**src/rtl/pipe_hazard_ctrl.sv**
```systemverilog
// pipe_hazard_ctrl: run/halt sequencing, hazard stalls, flush strobes, ALU operand selects
// and saturating stall/flush counters for the 5-stage MIPS pipeline. Macro HAZ_FWD_EN enables forwarding.
module pipe_hazard_ctrl #(
    parameter int CNT_W     = 16,
    parameter int DRAIN_CYC = 4
) (
    input  logic             clkHI,
    input  logic             rst,
    input  logic             start,
    input  logic             halt_req,
    input  logic             br_taken,
    input  logic [4:0]       id_rs,
    input  logic [4:0]       id_rt,
    input  logic [4:0]       ex_rs,
    input  logic [4:0]       ex_rt,
    input  logic [4:0]       ex_rd,
    input  logic             ex_regwr,
    input  logic             ex_memrd,
    input  logic [4:0]       mem_rd,
    input  logic [4:0]       wb_rd,
    input  logic             mem_regwr,
    input  logic             wb_regwr,
    output logic             pc_en,
    output logic             ifid_en,
    output logic             ifid_flush,
    output logic             idex_flush,
    output logic             exmem_flush,
    output logic [2:0]       fwd_a,
    output logic [2:0]       fwd_b,
    output logic             done,
    output logic [CNT_W-1:0] stall_cnt,
    output logic [CNT_W-1:0] flush_cnt
);

    typedef enum logic [1:0] {
        ST_IDLE,
        ST_RUN,
        ST_DRAIN,
        ST_HALT
    } state_e;

    localparam int            DW         = (DRAIN_CYC > 1) ? $clog2(DRAIN_CYC) : 1;
    localparam logic [DW-1:0] DRAIN_LOAD = DW'(DRAIN_CYC - 1);
    localparam logic [2:0]    SEL_IDEX   = 3'd0;
`ifdef HAZ_FWD_EN
    localparam logic [2:0]    SEL_MEM    = 3'd1;
    localparam logic [2:0]    SEL_WB     = 3'd2;
`endif

    state_e           state_q, state_d;
    logic [DW-1:0]    drain_q, drain_d;
    logic [CNT_W-1:0] stall_cnt_q, stall_cnt_d;
    logic [CNT_W-1:0] flush_cnt_q, flush_cnt_d;

    logic hazard;
    logic active;
    logic branch;
    logic stall;

    // Register 0 is hard-wired to zero, so it can never carry a dependency.
    function automatic logic reg_match(input logic [4:0] src, input logic [4:0] dst,
                                       input logic wr);
        return wr && (src != 5'd0) && (src == dst);
    endfunction

`ifdef HAZ_FWD_EN
    logic unused_inputs;
    assign unused_inputs = ex_regwr;

    // Only a load still in EX cannot be forwarded in time; everything else is bypassed.
    assign hazard = reg_match(id_rs, ex_rd, ex_memrd) | reg_match(id_rt, ex_rd, ex_memrd);

    function automatic logic [2:0] fwd_sel(input logic [4:0] src,
                                           input logic [4:0] m_rd, input logic m_wr,
                                           input logic [4:0] w_rd, input logic w_wr);
        if (reg_match(src, m_rd, m_wr)) return SEL_MEM;
        if (reg_match(src, w_rd, w_wr)) return SEL_WB;
        return SEL_IDEX;
    endfunction

    assign fwd_a = fwd_sel(ex_rs, mem_rd, mem_regwr, wb_rd, wb_regwr);
    assign fwd_b = fwd_sel(ex_rt, mem_rd, mem_regwr, wb_rd, wb_regwr);
`else
    logic unused_inputs;
    assign unused_inputs = ^{ex_rs, ex_rt, ex_memrd};

    // Without bypassing, ID waits until every in-flight writer of its sources has retired.
    assign hazard = reg_match(id_rs, ex_rd,  ex_regwr)  | reg_match(id_rt, ex_rd,  ex_regwr)  |
                    reg_match(id_rs, mem_rd, mem_regwr) | reg_match(id_rt, mem_rd, mem_regwr) |
                    reg_match(id_rs, wb_rd,  wb_regwr)  | reg_match(id_rt, wb_rd,  wb_regwr);

    assign fwd_a = SEL_IDEX;
    assign fwd_b = SEL_IDEX;
`endif

    assign active = (state_q == ST_RUN) || (state_q == ST_DRAIN);
    assign branch = active && br_taken;
    // A taken branch squashes the stalled instruction anyway, so it wins.
    assign stall  = active && hazard && !br_taken;

    // NOTE: every output gets a default first so no path through the case infers a latch.
    always_comb begin
        pc_en       = 1'b0;
        ifid_en     = 1'b0;
        ifid_flush  = 1'b1;
        idex_flush  = 1'b1;
        exmem_flush = 1'b1;
        case (state_q)
            ST_RUN: begin
                if (branch) begin
                    pc_en   = 1'b1;
                    ifid_en = 1'b1;
                end else if (stall) begin
                    ifid_flush  = 1'b0;
                    exmem_flush = 1'b0;
                end else begin
                    pc_en       = 1'b1;
                    ifid_en     = 1'b1;
                    ifid_flush  = 1'b0;
                    idex_flush  = 1'b0;
                    exmem_flush = 1'b0;
                end
            end
            ST_DRAIN: begin
                if (branch) begin
                    ifid_en = 1'b1;
                end else if (stall) begin
                    exmem_flush = 1'b0;
                end else begin
                    ifid_en     = 1'b1;
                    idex_flush  = 1'b0;
                    exmem_flush = 1'b0;
                end
            end
            default: ;
        endcase
    end

    assign done = (state_q == ST_HALT);

    always_comb begin
        state_d = state_q;
        drain_d = drain_q;
        case (state_q)
            ST_IDLE, ST_HALT: begin
                if (start) state_d = ST_RUN;
            end
            ST_RUN: begin
                if (halt_req) begin
                    state_d = ST_DRAIN;
                    drain_d = DRAIN_LOAD;
                end
            end
            ST_DRAIN: begin
                if (drain_q == '0) state_d = ST_HALT;
                else               drain_d = drain_q - DW'(1);
            end
            default: state_d = ST_IDLE;
        endcase
    end

    always_comb begin
        stall_cnt_d = stall_cnt_q;
        flush_cnt_d = flush_cnt_q;
        if (stall && (stall_cnt_q != '1))  stall_cnt_d = stall_cnt_q + CNT_W'(1);
        if (branch && (flush_cnt_q != '1)) flush_cnt_d = flush_cnt_q + CNT_W'(1);
    end

    // NOTE: state registers use non-blocking assignments so all flops update together.
    always_ff @(posedge clkHI or negedge rst) begin
        if (!rst) begin
            state_q     <= ST_IDLE;
            drain_q     <= '0;
            stall_cnt_q <= '0;
            flush_cnt_q <= '0;
        end else begin
            state_q     <= state_d;
            drain_q     <= drain_d;
            stall_cnt_q <= stall_cnt_d;
            flush_cnt_q <= flush_cnt_d;
        end
    end

    assign stall_cnt = stall_cnt_q;
    assign flush_cnt = flush_cnt_q;

endmodule

```
**config.mk**
```make
export PLATFORM = sky130hd
export DESIGN_NAME = pipe_hazard_ctrl
export DESIGN_NICKNAME = d
export VERILOG_FILES = /design/src/rtl/pipe_hazard_ctrl.sv
export SDC_FILE = /design/constraint.sdc
export NUM_CORES = 1
export LEC_CHECK = 0
export ABC_CLOCK_PERIOD_IN_PS = 2500
export CAP_MARGIN = 10
export CORE_MARGIN = 2
export CORE_UTILIZATION = 44
export DETAILED_ROUTE_END_ITERATION = 7
export PLACE_DENSITY = 0.88
export SYNTH_ARGS = -nofsm -noshare
export SYNTH_HDL_FRONTEND = slang
export SYNTH_SLANG_ARGS = --single-unit
```
**constraint.sdc**
```tcl
create_clock -name clkHI -period 2.5 [get_ports clkHI]
set_clock_uncertainty 0.2 [all_clocks]
set_input_delay 0.25 -clock clkHI [delete_from_list [all_inputs] [get_ports clkHI]]
set_output_delay 0.25 -clock clkHI [all_outputs]
set_load 0.1 [all_outputs]
```
### After elaboration in Yosys (flattened, before gate mapping)

Index checks and enable logic that the tools add are counted.

| operators by class | value |
|---|---|
| $add $sub $neg | 3 |
| multiply operators | 0 |
| divide/modulo/power cells | 0 |
| $lt $le $gt $ge | 0 |
| eq/ne operators | 15 |
| shift operators | 0 |
| mux-type cells | 17 |
| bitwise gates (word level) | 5 |
| reduce and logical (&&, ||, !) cells | 28 |

Operators by type and width:

| cell | count |
|---|---|
| 16-bit by 1-bit adder with 16-bit output, second input constant | 2 |
| 16-bit inequality test, second input constant | 2 |
| 5-bit == test | 6 |
| 1-bit logical AND | 17 |
| 1-bit two-way mux | 10 |
| 2-bit two-way mux | 5 |
| 5-bit nonzero test | 2 |
| 2-bit inequality test, second input constant | 3 |
| 2-bit case mux with 3 select lines | 1 |
| 3-bit AND reduction | 2 |
| 1-bit OR | 5 |
| 2-bit == test, second input constant | 2 |
| 2-bit zero test | 2 |
| 2-bit case mux with 2 select lines | 1 |
| 2-bit OR reduction | 2 |
| 2-bit by 1-bit == test with 1-bit output, second input constant | 1 |
| 2-bit by 1-bit inequality test with 1-bit output, second input constant | 1 |
| 2-bit nonzero test | 1 |
| 2-bit by 1-bit subtractor with 2-bit output, second input constant | 1 |
| 1-bit zero test | 1 |
| 1-bit logical OR | 1 |

| storage, ports and cells | value |
|---|---|
| flip-flop bits (word level) | 36 |
| latch bits | 0 |
| RAM bits | 0 |
| bits in read-only memories | 0 |
| bits of input ports | 44 |
| output and inout port bits | 44 |
| memories kept | 0 |

### Longest topological paths before layout

Gate-level depths: netlist of run 1.

| logic depth | value |
|---|---|
| word-level depth | 13 |
| mapped depth | 8 |

### Worst setup path before layout of run 1

Ideal clock, no wire load.

| path | value |
|---|---|
| path kind | input port to output port |
| start | input id_rt[1] |
| end | output ifid_en |
| arrival time | 2939 ps |
| slack | -889 ps |
| stages | 7 |
| cell sequence | or4_1 nor2_2 nor4_1 nor4_4 buf_6 nor2_1 nor2_1 |

| between the ends | value |
|---|---|
| cells in the longest elaborated chain, start to end | 13 |
| elaborated cells on any way between the ends | 20 |
| classes of those cells | eq/ne: 3; mux: 3; bitwise: 5; reduce/logical: 9 |

RTL lines:

| element | RTL line | source |
|---|---|---|
| from (decl) | 13 | `input logic [4:0] id_rt,` |
| 5-bit nonzero test | 63 | `return wr && (src != 5'd0) && (src == dst);` |
| 1-bit logical AND (2 in a row) | 63 |  |
| 1-bit OR (2 in a row) | 88 | `assign hazard = reg_match(id_rs, ex_rd, ex_regwr) \| reg_match(id_rt, ex_rd, ex_regwr) \|` |
| 1-bit OR (2 in a row) | 89 | `reg_match(id_rs, mem_rd, mem_regwr) \| reg_match(id_rt, mem_rd, mem_regwr) \|` |
| 1-bit OR * | 90 | `reg_match(id_rs, wb_rd, wb_regwr) \| reg_match(id_rt, wb_rd, wb_regwr);` |
| 1-bit logical AND * (2 in a row) | 99 | `assign stall = active && hazard && !br_taken;` |
| 1-bit two-way mux * | 113, 127 |  |
| 1-bit two-way mux * | 110 | `if (branch) begin` |
| 1-bit two-way mux * | n/a |  |
| to (decl) | 24 | `output logic ifid_en,` |

Mark *: on every way between the ends. The rest lies on a longest branch, timed or not.

### Worst setup path in the final report of run 1

| path | value |
|---|---|
| start | input ex_rd[3] |
| end | output pc_en |

| between the ends | value |
|---|---|
| cells in the longest elaborated chain, start to end | 12 |
| elaborated cells on any way between the ends | 14 |
| classes of those cells | eq/ne: 2; mux: 3; bitwise: 5; reduce/logical: 4 |

RTL lines:

| element | RTL line | source |
|---|---|---|
| from (decl) | 16 | `input logic [4:0] ex_rd,` |
| 5-bit == test | 63 |  |
| 1-bit logical AND | 63 |  |
| 1-bit OR * (2 in a row) | 88 |  |
| 1-bit OR * (2 in a row) | 89 |  |
| 1-bit OR * | 90 |  |
| 1-bit logical AND * (2 in a row) | 99 |  |
| 1-bit two-way mux * | 113 | `end else if (stall) begin` |
| 1-bit two-way mux * | 110 |  |
| 1-bit two-way mux * | 108 | `case (state_q)` |
| to (decl) | 23 | `output logic pc_en,` |

Marked as above.

==> results.ini, run 1 <==
[run_status]
status=complete, no violations

[synth]
ys_warn_count=0
synth_top_area_share_pct=40.0
synth_top_family_by_area=simple AND/OR/NAND/NOR gates
synth_mux_area_share_pct=1.61
netlist_area_um2=2250
yosys.area_share.simple_pct=24.8
syn_avg_cell_area_um2=9.71
synth_edf_count=0
synthXorXnorAreaFrac_pct=22.9
synth_compound_area_share_pct=3.11
ys_top_cells_by_area=dfrtp_1, xor2_1, xnor2_1
synth.distinct_cells=35
synth_adder_area_share_pct=3.33
async_reset_ff_share_pct=100
yosysSeqAreaShare_pct=40.0
synth_area_leader_cell=dfrtp_1
syn_inst=232
synthFlopType=dfrtp_1
ys_ff_latch=36

[timing]
drv_slew=0
setup_viol=0
hold_violations=0
fmax_mhz=416
whs_ns=0.181
post-route-period-util_pct=96.1
period_needed_ns=2.40

[global_route]
grt-ovfl-total=0
antenna_found_initial=0
grt_max_degree=37
grt_pass1_vias=2039
grt.total_usage_pct=21.6
grt_pass1_wl_um=9430

[place]
place.gp.congestion=0.850
dp_hpwl_um=4500
dp.cells=389
placed_area_um2=3160
io_buffers=70

[clocking]
clk_latency_ns=0.28
numCtsBuffers=5
clkSinkCount=36
h-tree-depth=2
cts_buffer_depth=2
clkSlewWorstSetupHoldPaths_ns=0.07
root_buffer=clkbuf_8
cts_tree=built

[cells_and_area]
post-route-util_pct=65.8
final_common_cell=buf_4
layout_common_cells=buf_4, xor2_1, dfrtp_1, xnor2_1, nand2_1
finalNonFillerCells=398
area_delta_synth_final_pct=46.2
n_antenna_cell=0
drive_above_1_share_pct=34.8
final_area_um2=3290
fin_nets=377

[floorplan]
die_height_um=75.6
core_um2=5010
io_pins=88
die-area_um2=5710
start_util_pct=45.0
row_count=26
die_w_um=75.6

[power]
p_leak_nw=1.60
power_w=0.00329
ir_worst_vdd_v=0.000752
power_density_nw_per_um2=998

[worst_setup_path]
startpoint=ex_rd[3]
crit_arrival_ns=1.95
crit_type=input port to primary output
cp-end-kind=primary output
rrSetupSlack_ns=0.21
crit_fanout=4
crit_required_ns=2.05
startpoint_type=input port
r2r_start=state_q[0]

[routing]
dr.pass1.iters=4
vias=2014
drt-initial-drc-count=82
avgViaCountPerCell=5.06
routed_wl_um=5950
ant_nets=0
wl_per_cell_um=14.9
drc_errors=0

[job]
drv_cap=0

[min_path]
min_path_type=input port to async pin

## state kept, by name, summed over array words and instances, names as in the netlist
name,cells
flush_cnt,16
stall_cnt,16
drain_q,2
state_q,2
## timing repair
action | in CTS | in global routing
pin swaps | 12 | 14
setup buffers | 1 | 0
hold buffers | 0 | 0
setup endpoints to repair | 7 | 17
gates resized for setup | 32 | 21
## path summary, 6_finish.rpt
kind / to / cells past startpoint
setup / recovery: pc_en / 9
hold / removal: flush_cnt[11] / 2
setup reg to reg: flush_cnt[13] / 7
hold reg to reg: flush_cnt[9] / 1
max in group asynchronous: flush_cnt[2] / 2
min in group clkHI: flush_cnt[9] / 1
## cell families (layout without fill, tap and decap cells)
group | count (synthesis) | after routing
adder cells (fa/ha/maj) | 6 | 6
flip-flops | 36 | 36
other | 1 | 6
multiplexers | 3 | 3
XOR/XNOR | 59 | 59
buffers and inverters | 16 | 107
AND/OR/NAND/NOR | 100 | 100
AO/OA/AOI/OAI | 11 | 11
## final cells by class
cell class                 instances  area [um2]
clock buffer                       6        82.6
timing repair buffer              91         803
tap                               70        87.6
multi-input combinational        185        1360
sequential                        36         918
fill                             407        1720
inverter                           8        30.0
clock inverter                     2        10.0
## layer usage
layer	global-route usage [%]	vias up	share of wire, %	wire length (um)
li1	-	982	-	-
met1	26.8	967	42	2470
met2	36.6	49	52	3080
met3	4.89	16	3.5	211
met4	8.38	0	3.1	187
met5	0	-	0	0
## cell usage after synthesis (all sizes together) (4+ instances only)
| cell | number |
|---|---|
| a21oi | 4 |
| and3 | 7 |
| inv | 8 |
| nor2 | 18 |
| nor3 | 7 |
| nand4 | 7 |
| nand3 | 17 |
| dfrtp | 36 |
| xor2 | 40 |
| ha | 6 |
| nand2 | 19 |
| buf | 8 |
| xnor2 | 19 |
| nor4 | 16 |
## stage by stage
step / worst slack (ns) / TNS [ns]
final: 0.0968 / 0
after global routing: -0.0214 / -0.0862
after detailed placement: -0.357 / -4.92
after floorplan: -0.126 / -0.346
after CTS: 0.000317 / 0
after global placement: -0.310 / -4.17
## report_power, final
part	total [W]	internal [W]	switching [W]
sequential	0.000814	0.000691	0.000123
combinational	0.00205	0.000603	0.00145
clock	0.000424	0.000220	0.000205
total	0.00329	0.00151	0.00177
## worst max-delay path: stages
cell	delay, ns
dlygate4sd2_1	0.26
xor2_1	0.15
nor4_2	0.33
nand3_1	0.16
a21oi_2	0.21
nor4_4	0.08
buf_12	0.14
o21a_2	0.20
buf_12	0.16
Power figures use the tool's default switching activity.
==> run 2, diff against run 1 <==
--- a/config.mk
+++ b/config.mk
@@ -10,7 +10,8 @@
 export CORE_MARGIN = 2
 export CORE_UTILIZATION = 44
 export DETAILED_ROUTE_END_ITERATION = 7
-export PLACE_DENSITY = 0.88
+export MAX_ROUTING_LAYER = met4
+export PLACE_DENSITY = 0.81
 export SYNTH_ARGS = -nofsm -noshare
 export SYNTH_HDL_FRONTEND = slang
 export SYNTH_SLANG_ARGS = --single-unit
==> results.ini, run 2 (synthesized netlist as in run 1, its figures left out) <==
[run_status]
status=complete, no violations

[routing]
routed_wl_um=5390
drt-initial-drc-count=57
avgViaCountPerCell=4.95
drc_errors=0
wl_per_cell_um=13.5
ant_nets=0
dr.pass1.iters=4
vias=1980

[clocking]
cts_buffer_depth=2
clk_latency_ns=0.29
cts_tree=built
numCtsBuffers=5
h-tree-depth=2
clkSinkCount=36
root_buffer=clkbuf_8
clkSlewWorstSetupHoldPaths_ns=0.07
cts-hold-fix-buffers=0

[worst_setup_path]
cp-end-kind=primary output
r2r-end=flush_cnt[15]
startpoint=id_rs[4]
r2r_start=state_q[0]
crit_required_ns=2.05
reg2reg_depth=7
crit_arrival_ns=2.00
startpoint_type=input port
cp-endpoint=idex_flush
crit_type=input port to primary output
rrSetupSlack_ns=0.30
crit_fanout=5

[floorplan]
start_util_pct=45.0
io_pins=88
die_height_um=75.6
die_w_um=75.6
die-area_um2=5710
row_count=26
core_um2=5010

[cells_and_area]
fill_cells=402
fin_nets=379
n_antenna_cell=0
final_common_cell=buf_4
area_delta_synth_final_pct=49.7
layout_common_cells=buf_4, xor2_1, dfrtp_1, xnor2_1, nand2_1
drive_above_1_share_pct=36.7

[min_path]
min_path_type=input port to async pin

[timing]
setup_viol=0
setup_ws_ns=0.0468
fmax_mhz=408
post-route-period-util_pct=98.1
drv_slew=0
period_needed_ns=2.45
whs_ns=0.167
hold_violations=0

[place]
io_buffers=70
place_ws_ns=-0.331
place.gp.congestion=0.848
dp_hpwl_um=4040

[power]
p_leak_nw=1.61
ir_worst_vdd_v=0.000592
power_density_nw_per_um2=970
power_w=0.00327

[job]
drv_cap=0

[global_route]
grt_pass1_vias=1909
antenna_found_initial=0
grt.total_usage_pct=20.2
grt_pass1_wl_um=8450
grt-ovfl-total=0
grt_max_degree=37

## run 2: routing by layer
layer  track usage, %  routed length, um  up-vias
li1                 -                  -      986
met1             23.6               2270      928
met2             33.5               2760       52
met3             4.10                218       14
met4             8.77                140        0
met5                -                  0        -
## run 2: critical path, stage by stage
cell and delay [ns]:
clkdlybuf4s15_1 0.25, or4_4 0.47, nor2_4 0.15, a21oi_4 0.05, nor4_4 0.34, buf_12 0.16, buf_4 0.11, nand2_4 0.05
buf_12 0.16
## run 2: layout make-up
class | count | area, um2 | share of cell area (%)
multi-input cells | 185 | 1430 | 42.5
flip-flops and latches | 36 | 918 | 27.2
repair buffers | 93 | 816 | 24.2
well taps | 70 | 87.6 | 2.60
clock buffers | 5 | 68.8 | 2.04
inverters | 8 | 30.0 | 0.890
clock inverters | 3 | 18.8 | 0.556
## run 2: worst min path at each step
stage	startpoint	to	slack (ns)	cells past startpoint
6_report	rst	flush_cnt[11]	0.17	2
5_1_grt	rst	flush_cnt[14]	0.21	2
4_1_cts	rst	flush_cnt[15]	0.17	2
3_5_place_dp	stall_cnt[4]	stall_cnt[4]	0.27	1
3_3_place_gp	flush_cnt[9]	flush_cnt[9]	0.26	1
2_1_floorplan	rst	drain_q[0]	-0.25	0
## run 2: what timing repair did
action / CTS / global route
pin swaps: 16 / 7
resized for setup: 43 / 25
endpoints found under the setup margin: 3 / 15
setup buffers: 4 / 0
## run 2: metrics by stage
step	cell area, um2	std cells	utilization (%)	TNS (ns)
final	3370	400	67.3	0
after global placement	3150	388	62.9	-3.31
after CTS	3320	400	66.2	-0.00000244
after global routing	3370	400	67.3	-0.00736
after detailed placement	3150	388	62.9	-4.10
after floorplan	2300	237	-	-0.346
## run 2: power by group
part           leakage [nW]  switching (W)  internal [W]
Clock                0.0479       0.000213      0.000194
Sequential            0.453       0.000130      0.000691
Combinational          1.11        0.00143      0.000615
Total                  1.61        0.00177       0.00150
==> run 3, diff against run 2 <==
--- a/config.mk
+++ b/config.mk
@@ -12,6 +12,7 @@
 export DETAILED_ROUTE_END_ITERATION = 7
 export MAX_ROUTING_LAYER = met4
 export PLACE_DENSITY = 0.81
+export SLEW_MARGIN = 20
 export SYNTH_ARGS = -nofsm -noshare
 export SYNTH_HDL_FRONTEND = slang
 export SYNTH_SLANG_ARGS = --single-unit
==> results of run 3 <==
Same layout as run 2: the final DEF is identical, and so are final timing and power.
